## config.mk

```make
export PLATFORM = sky130hd
export DESIGN_NAME = fp_rshift_seq
export DESIGN_NICKNAME = d
export VERILOG_FILES = /design/src/rtl/fp_rshift_seq.sv
export SDC_FILE = /design/constraint.sdc
export NUM_CORES = 1
export LEC_CHECK = 0
export ABC_AREA = 1
export CAP_MARGIN = 20
export CORE_ASPECT_RATIO = 2
export CORE_UTILIZATION = 40
export DETAILED_ROUTE_END_ITERATION = 8
export GPL_TIMING_DRIVEN = 0
export PLACE_DENSITY = 0.68
export SLEW_MARGIN = 10
export SYNTH_ARGS = -nofsm -noshare
export SYNTH_HDL_FRONTEND = slang
export SYNTH_SLANG_ARGS = --single-unit
```

## constraint.sdc

```tcl
create_clock -name clk -period 3.5 [get_ports clk]
set_clock_uncertainty 0.05 [all_clocks]
set_input_delay 0.35 -clock clk [delete_from_list [all_inputs] [get_ports clk]]
set_output_delay 0.35 -clock clk [all_outputs]
set_load 0.02 [all_outputs]
```

## src/rtl/fp_rshift_seq.sv

```systemverilog
// Sequential IEEE-754 scale-down unit: result = a / 2^shamt, truncating.
// One halving per cycle; start/busy/done handshake with fixed latency.
module fp_rshift_seq #(
    parameter int unsigned EXP_W   = 8,
    parameter int unsigned MAN_W   = 23,
    parameter int unsigned SHAMT_W = 5,
    parameter logic [3:0]  OPCODE  = 4'd8
) (
    input  logic                     clk,
    input  logic                     rst_n,
    input  logic                     start,
    input  logic [3:0]               operation,
    input  logic [EXP_W+MAN_W:0]     a,
    input  logic [SHAMT_W-1:0]       shamt,
    output logic                     busy,
    output logic                     done,
    output logic [EXP_W+MAN_W:0]     result,
    output logic                     underflow
);

    localparam int unsigned W = 1 + EXP_W + MAN_W;

    typedef enum logic [1:0] {
        IDLE  = 2'd0,
        SHIFT = 2'd1,
        DONE  = 2'd2
    } state_t;

    state_t             state_q, state_d;
    logic [W-1:0]       work_q, work_d;
    logic [SHAMT_W-1:0] cnt_q, cnt_d;
    logic               uf_q, uf_d;
    logic               accept_c;
    logic [EXP_W-1:0]   exp_c, exp_n;
    logic [MAN_W-1:0]   man_c, man_n;
    logic               lost_c;

    assign exp_c = work_q[W-2 -: EXP_W];
    assign man_c = work_q[MAN_W-1:0];

    // Single halving step; inf/NaN untouched, hidden bit enters on normal->subnormal.
    always_comb begin
        exp_n  = exp_c;
        man_n  = man_c;
        lost_c = 1'b0;
        if (exp_c == {EXP_W{1'b1}}) begin
            exp_n = exp_c;
        end else if (exp_c > EXP_W'(1)) begin
            exp_n = exp_c - EXP_W'(1);
        end else if (exp_c == EXP_W'(1)) begin
            exp_n  = '0;
            man_n  = {1'b1, man_c[MAN_W-1:1]};
            lost_c = man_c[0];
        end else begin
            man_n  = man_c >> 1;
            lost_c = man_c[0];
        end
    end

    // Next-state logic; the SHIFT phase spends one extra cycle draining cnt==0
    // so that DONE always lands shamt+1 edges after the accept.
    always_comb begin
        state_d  = state_q;
        work_d   = work_q;
        cnt_d    = cnt_q;
        uf_d     = uf_q;
        accept_c = 1'b0;
        case (state_q)
            IDLE: begin
                if (start && (operation == OPCODE)) begin
                    accept_c = 1'b1;
                    state_d  = SHIFT;
                    work_d   = a;
                    cnt_d    = shamt;
                    uf_d     = 1'b0;
                end
            end
            SHIFT: begin
                if (cnt_q == '0) begin
                    state_d = DONE;
                end else begin
                    work_d = {work_q[W-1], exp_n, man_n};
                    uf_d   = uf_q | lost_c;
                    cnt_d  = cnt_q - SHAMT_W'(1);
                end
            end
            DONE: begin
                state_d = IDLE;
            end
            default: begin
                state_d = IDLE;
            end
        endcase
    end

    always_ff @(posedge clk or negedge rst_n) begin
        if (!rst_n) begin
            state_q <= IDLE;
            work_q  <= '0;
            cnt_q   <= '0;
            uf_q    <= 1'b0;
        end else begin
            state_q <= state_d;
            work_q  <= work_d;
            cnt_q   <= cnt_d;
            uf_q    <= uf_d;
        end
    end

    // Registered outputs track the next state so they align with the state cycle.
    always_ff @(posedge clk or negedge rst_n) begin
        if (!rst_n) begin
            busy      <= 1'b0;
            done      <= 1'b0;
            result    <= '0;
            underflow <= 1'b0;
        end else begin
            busy <= (state_d != IDLE);
            done <= (state_d == DONE);
            if (state_d == DONE) begin
                result    <= work_d;
                underflow <= uf_d;
            end else if (accept_c) begin
                underflow <= 1'b0;
            end
        end
    end

endmodule

```

# Yosys cells after proc, flatten, opt, wreduce, memory -nomap -nowiden
# Cells that the tools add are included.
# totals
reg_bits	75
input_bits	44
elab_cells	50
# op_classes
add_sub_neg	2
n_lt_le_gt_ge	1
n_eq_ne	7
muxes	24
bitwise	1
n_reduce_logical	7
# ops
operator	count
two-way mux 23 bit	3
case mux 32 bit (2 select lines)	1
two-way mux 32 bit	1
two-way mux 31 bit	1
two-way mux 8 bit	3
two-way mux 5 bit	2
case mux 5 bit (2 select lines)	1
equality test 8 x 1 -> 1 bit, second input constant	1
equality test 8 bit, second input constant	1
greater-than comparator 8 x 1 -> 1 bit, second input constant	1
two-way mux 1 bit	8
subtractor 8 x 1 -> 8 bit, second input constant	1
nonzero test 2 bit	3
logical NOT 5 bit	1
subtractor 5 x 1 -> 5 bit, second input constant	1
equality test 4 bit, second input constant	1
two-way mux 2 bit	2
!= test 2 bit, second input constant	2
case mux 2 bit (2 select lines)	1
AND reduction 3 bit	1
equality test 2 x 1 -> 1 bit, second input constant	1
equality test 2 bit, second input constant	1
logical NOT 2 bit	1
case mux 1 bit (2 select lines)	1
other kinds (2)	2

# Logic depth before layout (Yosys ltp)
# depth
ltp_word	7
mapped_depth	13
mapped_depth_nobuf	13

# Worst setup path before layout
# Ideal clock, no wire load.
# synth_timing
path_type	reg-to-reg
start	reg cnt_q[0]
end	reg result[14]
setup_time_ns	0.117
arrival_ns	1.420
setup_slack_ns	1.914
stages_incl_launch_ff	13
period_less_slack_ns	1.586
cell_sequence	dfrtp_1 > inv_1 > ha_1 > nand3_4 > nand2_4 > inv_4 > nand2_8 > buf_6 > nand2_1 > nand3_2 > nand2_2 > nand2_1 > nand2_1
# synth_rtl
element	line	source
start: declaration	31	logic [SHAMT_W-1:0] cnt_q, cnt_d;
start signal: assignment	105	cnt_q <= cnt_d;
logical NOT 5 bit	79	if (cnt_q == '0) begin
two-way mux 31 bit	79	
case mux 32 bit (2 select lines)	68	case (state_q)
via work_d[14]	30	logic [W-1:0] work_q, work_d;
end signal: assignment	121	result <= work_d;
end: declaration	17	output logic [EXP_W+MAN_W:0] result,
# The timed path passes the listed nets, and every way through them passes these cells.
# A chain may end at the register's enable or synchronous reset.

# Final worst setup path
# layout_timing
start	reg cnt_q[0]
end	reg result[26]
# layout_between
elab_chain_cells	4
# layout_rtl
element	line	source
logical NOT 5 bit *	79	
two-way mux 2 bit	79	
case mux 2 bit (2 select lines)	68	
equality test 2 bit	120	if (state_d == DONE) begin
# Mark *: on every way between the ends. The rest lies on a longest branch, timed or not.

==> impl_metrics.csv <==
group,metric,value,unit
timing,max_freq,0.5098,GHz
die,start_util,41.33,%
final_layout,post-route-util,53.71,%
clock_network,cts_resized,0,
power,leakage,2.764,nW
synth,synth_adder_area_share,1.186,%
global_route,grt_pass1_vias,3864,
synth,avgSynthCellArea,7.648,um2
clock_network,clockRootBuffer,"clkbuf_16",
final_layout,diodes,0,
power,p_seq_share,31.1,%
clock_network,clock-sinks,75,
drt,drt_iter0_drc,203,
final_layout,fin_cells,783,
global_route,grt_usage,22.51,%
drt,vias_per_cell,4.797,
timing,slew_headroom,64.18,%
global_route,grt_util_met1,23.53,%
synth,synthSimpleGateAreaFrac,40.81,%
clock_network,htreeDepth,3,
die,die_area,10990,um2
global_route,antenna_found_initial,0,
critical_path,path_max_fanout,10,
timing,setup_viol,0,
timing,rsz0062_at_grt,"no",
synth,synth_xor_area_share,0.6224,%
synth,yosysTopAreaCellShare,44.46,%
critical_path,end_kind,"register",
global_route,grt_remaining_overflow,0,
synth,async_flop_share,100.0,%
timing,hold_viol,0,
synth,ys_top_cells_by_area,"dfrtp_1 44%, nand2_1 20%, inv_1 5.3%, nand3_1 5.1%, nand3_2 4.5%",
clock_network,path_clk_slew,0.06,ns
power,p_switching,2.159,mW
run,maxCapViolations,0,
power,p_int,2.772,mW
drt,drtAntennaViolNets,0,
placed_design,port_buffers,78,
clock_network,cts_tree,"yes",
timing,worst_pin_slew,0.5373,ns
die,io-pin-count,79,
die,die_h,147.3,um
die,core_area,10210,um2
synth,synth_edf_count,0,
power,clockPowerShare,17.6,%
final_layout,drive_gt1_share,16.51,%
synth,syn-num-nets,600,
synth,synth_warnings,0,
clock_network,clk_latency,0.34,ns
synth,postSynthCellCount,552,
global_route,grt_max_degree,63,
global_route,busiest_layer,"met2",
critical_path,worst_ep_arrival_time,2.14,ns
final_layout,final_nets,691,
placed_design,dpl.hpwl,8542,um
synth,synth_mux_area_share,0,%
power,pwr-share-comb,51.3,%
clock_network,clk_path_buf_depth,2,
clock_network,cts_buffers,9,
critical_path,r2r_slack,1.54,ns
drt,wl_per_cell,14.41,um
power,peakVddDrop,0.0004799,V
synth,synth_top_area_cell,"dfrtp_1",
power,p_per_area,898.8,nW/um2
critical_path,required,3.68,ns
synth,synth_compound_area_share,3.349,%
die,row_count,52,
global_route,globalRouteMet2Util,41.71,%
placed_design,dpl.cell_count,766,
synth,ys_ff_latch,75,
critical_path,path_class,"reg -> reg",
critical_path,cp-start-kind,"register",
die,dieWidth,74.64,um
synth,synth_area,4222,um2
final_layout,area_growth,29.96,%
timing,period_needed,1.962,ns
synth,ys.flop_type,"dfrtp_1",
power,fin_total_pwr,4.931,mW
run_status,status,"complete, no violations",
drt,dr_total_vias,3756,
drt,drc_errors,0,
global_route,met3_usage,4.321,%
synth,ys_types,34,
synth,yosysSeqAreaShare,44.46,%
timing,slew_violations,0,
synth,synth_top_family_by_area,"simple AND/OR/NAND/NOR gates",
drt,wl,11280,um
timing,fin_crit_sh,56.05,%
final_layout,fill_cells,1018,
power,swShare,43.79,%
placed_design,gp_congestion,0.8353,
global_route,grt_pass1_wl,18380,um
drt,dr.pass1.iters,4,
min_path,hold_path.class,"in -> async",
[final timing paths]
kind / from / endpoint / cells after the start
setup reg to reg: cnt_q[0]$_DFFE_PN0P_ / result[26]$_DFFE_PN0P_ / 8
hold / removal: rst_n / result[0]$_DFFE_PN0P_ / 2
setup / recovery: cnt_q[0]$_DFFE_PN0P_ / result[26]$_DFFE_PN0P_ / 8
hold reg to reg: result[13]$_DFFE_PN0P_ / result[13]$_DFFE_PN0P_ / 2
min in group clk: result[13]$_DFFE_PN0P_ / result[13]$_DFFE_PN0P_ / 2
max in group asynchronous: rst_n / done$_DFF_PN0_ / 3
[cells by family after synthesis]
group                    Yosys count
buffers and inverters             88
AND/OR/NAND/NOR                  360
flip-flops                        75
AO/OA/AOI/OAI                     22
XOR/XNOR                           3
adder cells (fa/ha/maj)            4
[synth_stat cells, types with 2 or more instances]
| cell type | count |
|---|---|
| a21oi_1 | 2 |
| a22oi_1 | 7 |
| buf_2 | 11 |
| buf_4 | 3 |
| buf_6 | 4 |
| clkbuf_1 | 3 |
| dfrtp_1 | 75 |
| ha_1 | 4 |
| inv_1 | 60 |
| inv_2 | 5 |
| nand2_1 | 225 |
| nand2_2 | 28 |
| nand2_4 | 2 |
| nand3_1 | 43 |
| nand3_2 | 19 |
| nand3b_1 | 2 |
| nand3b_2 | 2 |
| nand4_1 | 3 |
| nor2_1 | 22 |
| nor2_2 | 5 |
| nor2_4 | 5 |
| o211ai_1 | 2 |
| o21ai_0 | 8 |
| xor2_1 | 2 |
[power groups by stage]
stage               clock network (mW)  logic [mW]  registers (mW)
finish                           0.870        2.53            1.53
global route                     0.928        2.78            1.58
CTS                              0.892        2.55            1.53
detailed placement                   0        2.53            1.54
global placement                     0        2.48            1.53
floorplan                            0        1.46            1.72
[layer usage]
metal  wire length [um]  up-vias
met3                342       16
met4                310        0
met5                  0        -
met2               6391       76
li1                   -     1881
met1               4235     1783
[repair_timing]
| item | 4_1_cts | 5_1_grt |
|---|---|---|
| hold buffers | 1 | 0 |
| endpoints found under the hold margin | 13 | 0 |
| buffers inserted | 0 | 0 |
[state kept, by name, summed over array words and instances, names as in the netlist]
register / count
result: 32
work_q: 32
cnt_q: 5
state_q: 2
busy: 1
done: 1
uf_q: 1
underflow: 1
[stage by stage]
stage,setup TNS (ns),setup slack (ns),area (um2),hold slack (ns)
final,0,1.538,5487,0.3570
after global routing,0,1.401,5487,0.3615
after global placement,-46.72,-0.6292,5171,0.4094
after floorplan,0,1.914,4222,0.004409
after CTS,0,1.505,5487,0.3562
after detailed placement,0,1.303,5196,0.1726
[worst max-delay path, stage by stage (launching register included)]
cell      delay, ns
dfrtp_1        0.38
inv_1          0.10
ha_1           0.26
nand3_4        0.20
nor2_4         0.29
inv_2          0.10
clkbuf_1       0.28
nand2_1        0.14
nand2_1        0.06
[area by class of cell]
type	count	area, um2	share of cell area, %
multi-input cells	389	1941	35.37
clock buffers	10	239.0	4.356
repair buffers	80	815.8	14.87
inverters	66	250.2	4.561
flip-flops and latches	75	1877	34.21
clock inverters	6	41.29	0.7526
plain buffers	22	153.9	2.805
well taps	135	168.9	3.079
[placed cells by master (no fill, tap or decap), types with 2 or more instances in the layout]
cell and count:
nand3b_2 2, nor2_1 22, nor2_2 5, clkinv_4 3, nand3_2 19, nand2_4 2
nand2_1 225, a22oi_1 7, nand3b_1 2, clkbuf_16 9, nand4_1 3, inv_2 5
clkdlybuf4s50_1 77, buf_2 11, nand3_1 43, buf_6 4, clkbuf_1 3, xor2_1 2
o21ai_0 8, buf_4 4, dfrtp_1 75, ha_1 4, inv_1 60, nor2_4 5
nand2_2 28, o211ai_1 2, clkinv_2 3, a21oi_1 2
(Power assumes the default switching activity.)
==> edit: new RTL, same settings <==
The output `done` loses its register stage (`done` becomes a continuous assignment). Comments in the files are not updated.
--- a/src/rtl/fp_rshift_seq.sv
+++ b/src/rtl/fp_rshift_seq.sv
@@ -111,12 +111,10 @@
     always_ff @(posedge clk or negedge rst_n) begin
         if (!rst_n) begin
             busy      <= 1'b0;
-            done      <= 1'b0;
             result    <= '0;
             underflow <= 1'b0;
         end else begin
             busy <= (state_d != IDLE);
-            done <= (state_d == DONE);
             if (state_d == DONE) begin
                 result    <= work_d;
                 underflow <= uf_d;
@@ -126,5 +124,7 @@
         end
     end
 
+    assign done = (state_d == DONE);
+
 endmodule
 
Check against the original RTL: not equivalent (a bounded check fails within 4 cycles, from zero or initial values and one cycle with rst_n low).
==> edit against the original RTL <==
Sequential cell count shrank 1; design area fell by 2.8%; synthesized area fell by 4.4%; first-iteration DRC count fell by 34%; power fell by 5.7%; cell count is 8.8% lower; setup slack got worse by 690 ps; routed wire length shrank 2.9%; die area fell by 4.3%; largest cell class is now registers.
==> edit: results (changes against the original RTL) <==
Parameter                              Value

Outcome
  Status    complete, no violations

Clock tree
  Count of buffers added by post-CTS timing repair for setup    0 (unchanged)
  Clk_lat worst skew    340 ps (about the same)
  Clk slew on worst S/H paths    60 ps (about the same)
  Clock tree buffer depth    2 (unchanged)
  # resized after CTS    0 (unchanged)
  Number of CTS-inserted buffers    9 (unchanged)

Synthesis
  Number of nets in the synthesized netlist    534 (-11%)
  Fraction of synthesis flops using an asynchronous set or reset pin    100% (unchanged)
  Leading cell types by count after synthesis    183 x sky130_fd_sc_hd__nand2_1, 74 x sky130_fd_sc_hd__dfrtp_1, 47 x sky130_fd_sc_hd__inv_1
  Cell types with the largest area share after synthesis    sky130_fd_sc_hd__dfrtp_1 46%, sky130_fd_sc_hd__nand2_1 17%, sky130_fd_sc_hd__nand3_2 10%, sky130_fd_sc_hd__inv_1 4.4%, sky130_fd_sc_hd__nand2_2 3.4%
  Compound-Gate Fraction of Synth Area    4.06% (+0.71 points)
  FF+latch count, synth    74 (-1.3%)
  Yosys warnings    0 (unchanged)
  Post-Synth XOR/XNOR Area    0.651% (+0.029 points)
  Synthesized area per cell    8.30 µm² (+8.6%)
  Portion of netlist area occupied by mux cells    0% (unchanged)
  Sequential area share after synthesis    45.9% (+1.4 points)
  Unique cell type count in the Yosys netlist    32 (-5.9%)
  Synthesized-area fraction occupied by adder cells    1.24% (+0.055 points)

Global routing
  First-pass GRT wire length    17,600 µm (-4.3%)
  Met3 GRT Util    3.97% (-0.35 points)
  GR met2 Demand/Resource    42.6% (+0.93 points)
  Number of global-route vias before repair    3,654 (-5.4%)
  Met1 Resource Use GR    23.1% (-0.46 points)
  GR Util All Layers    22.7% (+0.16 points)
  Pin count of the biggest net entering global routing    53 (-16%)
  Global route hottest layer    met2

Finish
  Layout cells sized above 1    19.8% (+3.2 points)
  Number of nets in the final layout    625 (-9.6%)
  Antenna diode count    0 (unchanged)
  Filler cells    911 (-11%)
  Post-layout instance count excluding filler cells    714 (-8.8%)

Power and ir drop
  Max IR drop VDD    0.000434 V (-9.5%)
  Leakage    0.00261 µW (-5.7%)

Routing
  Final routed DRC violation total    0 (unchanged)
  Vias per inst    4.81 (+0.23%)
  Overall routed net length    10,900 µm (-2.9%)
  Violation count after the first detailed-route iteration    134 (-34%)

Setup path
  Worst-path fanout max    10 (unchanged)
  Cell type group with the largest total delay on the critical path    buffers and inverters
  CP startpoint    cnt_q[0]$_DFFE_PN0P_
  Largest stage delay on the critical path    620 ps (+240 ps)
  Cell type of the slowest stage on the worst timing path    sky130_fd_sc_hd__clkdlybuf4s50_1
  Reg-to-reg startpoint    work_q[23]$_DFF_PN0_

Placed design
  Cell total after placement    697 (-9.0%)
  Hpwl dp    8270 µm (-3.1%)
  Gp weighted congestion    0.844 (+1.1%)

STA
  Measured slew at the worst slew-check pin    557 ps (+20.1 ps)

Min path
  Type of the worst min-delay path    primary input to asynchronous set/reset pin
edit: stage by stage:
step / setup slack, ps / util, % / total power (µW) / hold slack [ps] / instance area [µm²]
floorplan: 1790 / - / 2860 / 4.41 / 4040
global placement: -674 / 51.0 / 3630 / 411 / 4980
detailed placement: 1180 / 51.3 / 3680 / 231 / 5010
CTS: 820 / 54.6 / 4700 / 417 / 5330
global route: 708 / 54.6 / 4960 / 436 / 5330
finish: 850 / 54.6 / 4650 / 417 / 5330
edit: timing repair:
action                                 4_1_cts  5_1_grt
setup endpoints to repair                    0        0
endpoints found under the hold margin       22        0
hold buffers                                 1        0
edit: routing by layer:
layer  wire, µm  up-vias
met5          0        -
met4        406        0
met3        340       24
met2       6140       77
met1       4060     1623
li1           -     1709
edit: cell type report:
| type | count | share of cell area [%] |
|---|---|---|
| plain buffers | 22 | 3.10 |
| well taps | 132 | 3.10 |
| multi-input cells | 338 | 34.2 |
| clock buffers | 9 | 4.22 |
| clock inverters | 7 | 1.71 |
| inverters | 52 | 3.66 |
| repair buffers | 80 | 15.3 |
| flip-flops and latches | 74 | 34.7 |
edit: power by group:
part           switching (µW)  total (µW)  internal (µW)
logic                    1190        2070            876
clock network             376         999            623
registers                 308        1590           1280
edit: worst register-to-register path, cell delays in order (launching register included):
cell and delay [ps]:
sky130_fd_sc_hd__dfrtp_1 390, sky130_fd_sc_hd__inv_1 100, sky130_fd_sc_hd__ha_1 230, sky130_fd_sc_hd__nand2_1 160
sky130_fd_sc_hd__nor2_4 60, sky130_fd_sc_hd__nor2_2 330, sky130_fd_sc_hd__nand3_1 120, sky130_fd_sc_hd__nand3_1 90
sky130_fd_sc_hd__nand3b_1 180, sky130_fd_sc_hd__nand2_1 120, sky130_fd_sc_hd__nand2_1 50
edit: path summary, 6_finish.rpt:
check	to	slack (ps)	cells after the start
setup / recovery	done	850	6
max in group asynchronous	result[19]$_DFFE_PN0P_	2410	3
hold reg to reg	result[7]$_DFFE_PN0P_	430	2
min in group clk	result[7]$_DFFE_PN0P_	430	2
hold / removal	result[9]$_DFFE_PN0P_	420	2
setup reg to reg	result[26]$_DFFE_PN0P_	1530	10
edit: cells by family (layout without fill, tap and decap cells):
family / after synthesis / in the layout
AND/OR/NAND/NOR: 304 / 304
flip-flops: 74 / 74
buffers and inverters: 74 / 170
AO/OA/AOI/OAI: 27 / 27
adder cells (fa/ha/maj): 4 / 4
XOR/XNOR: 3 / 3
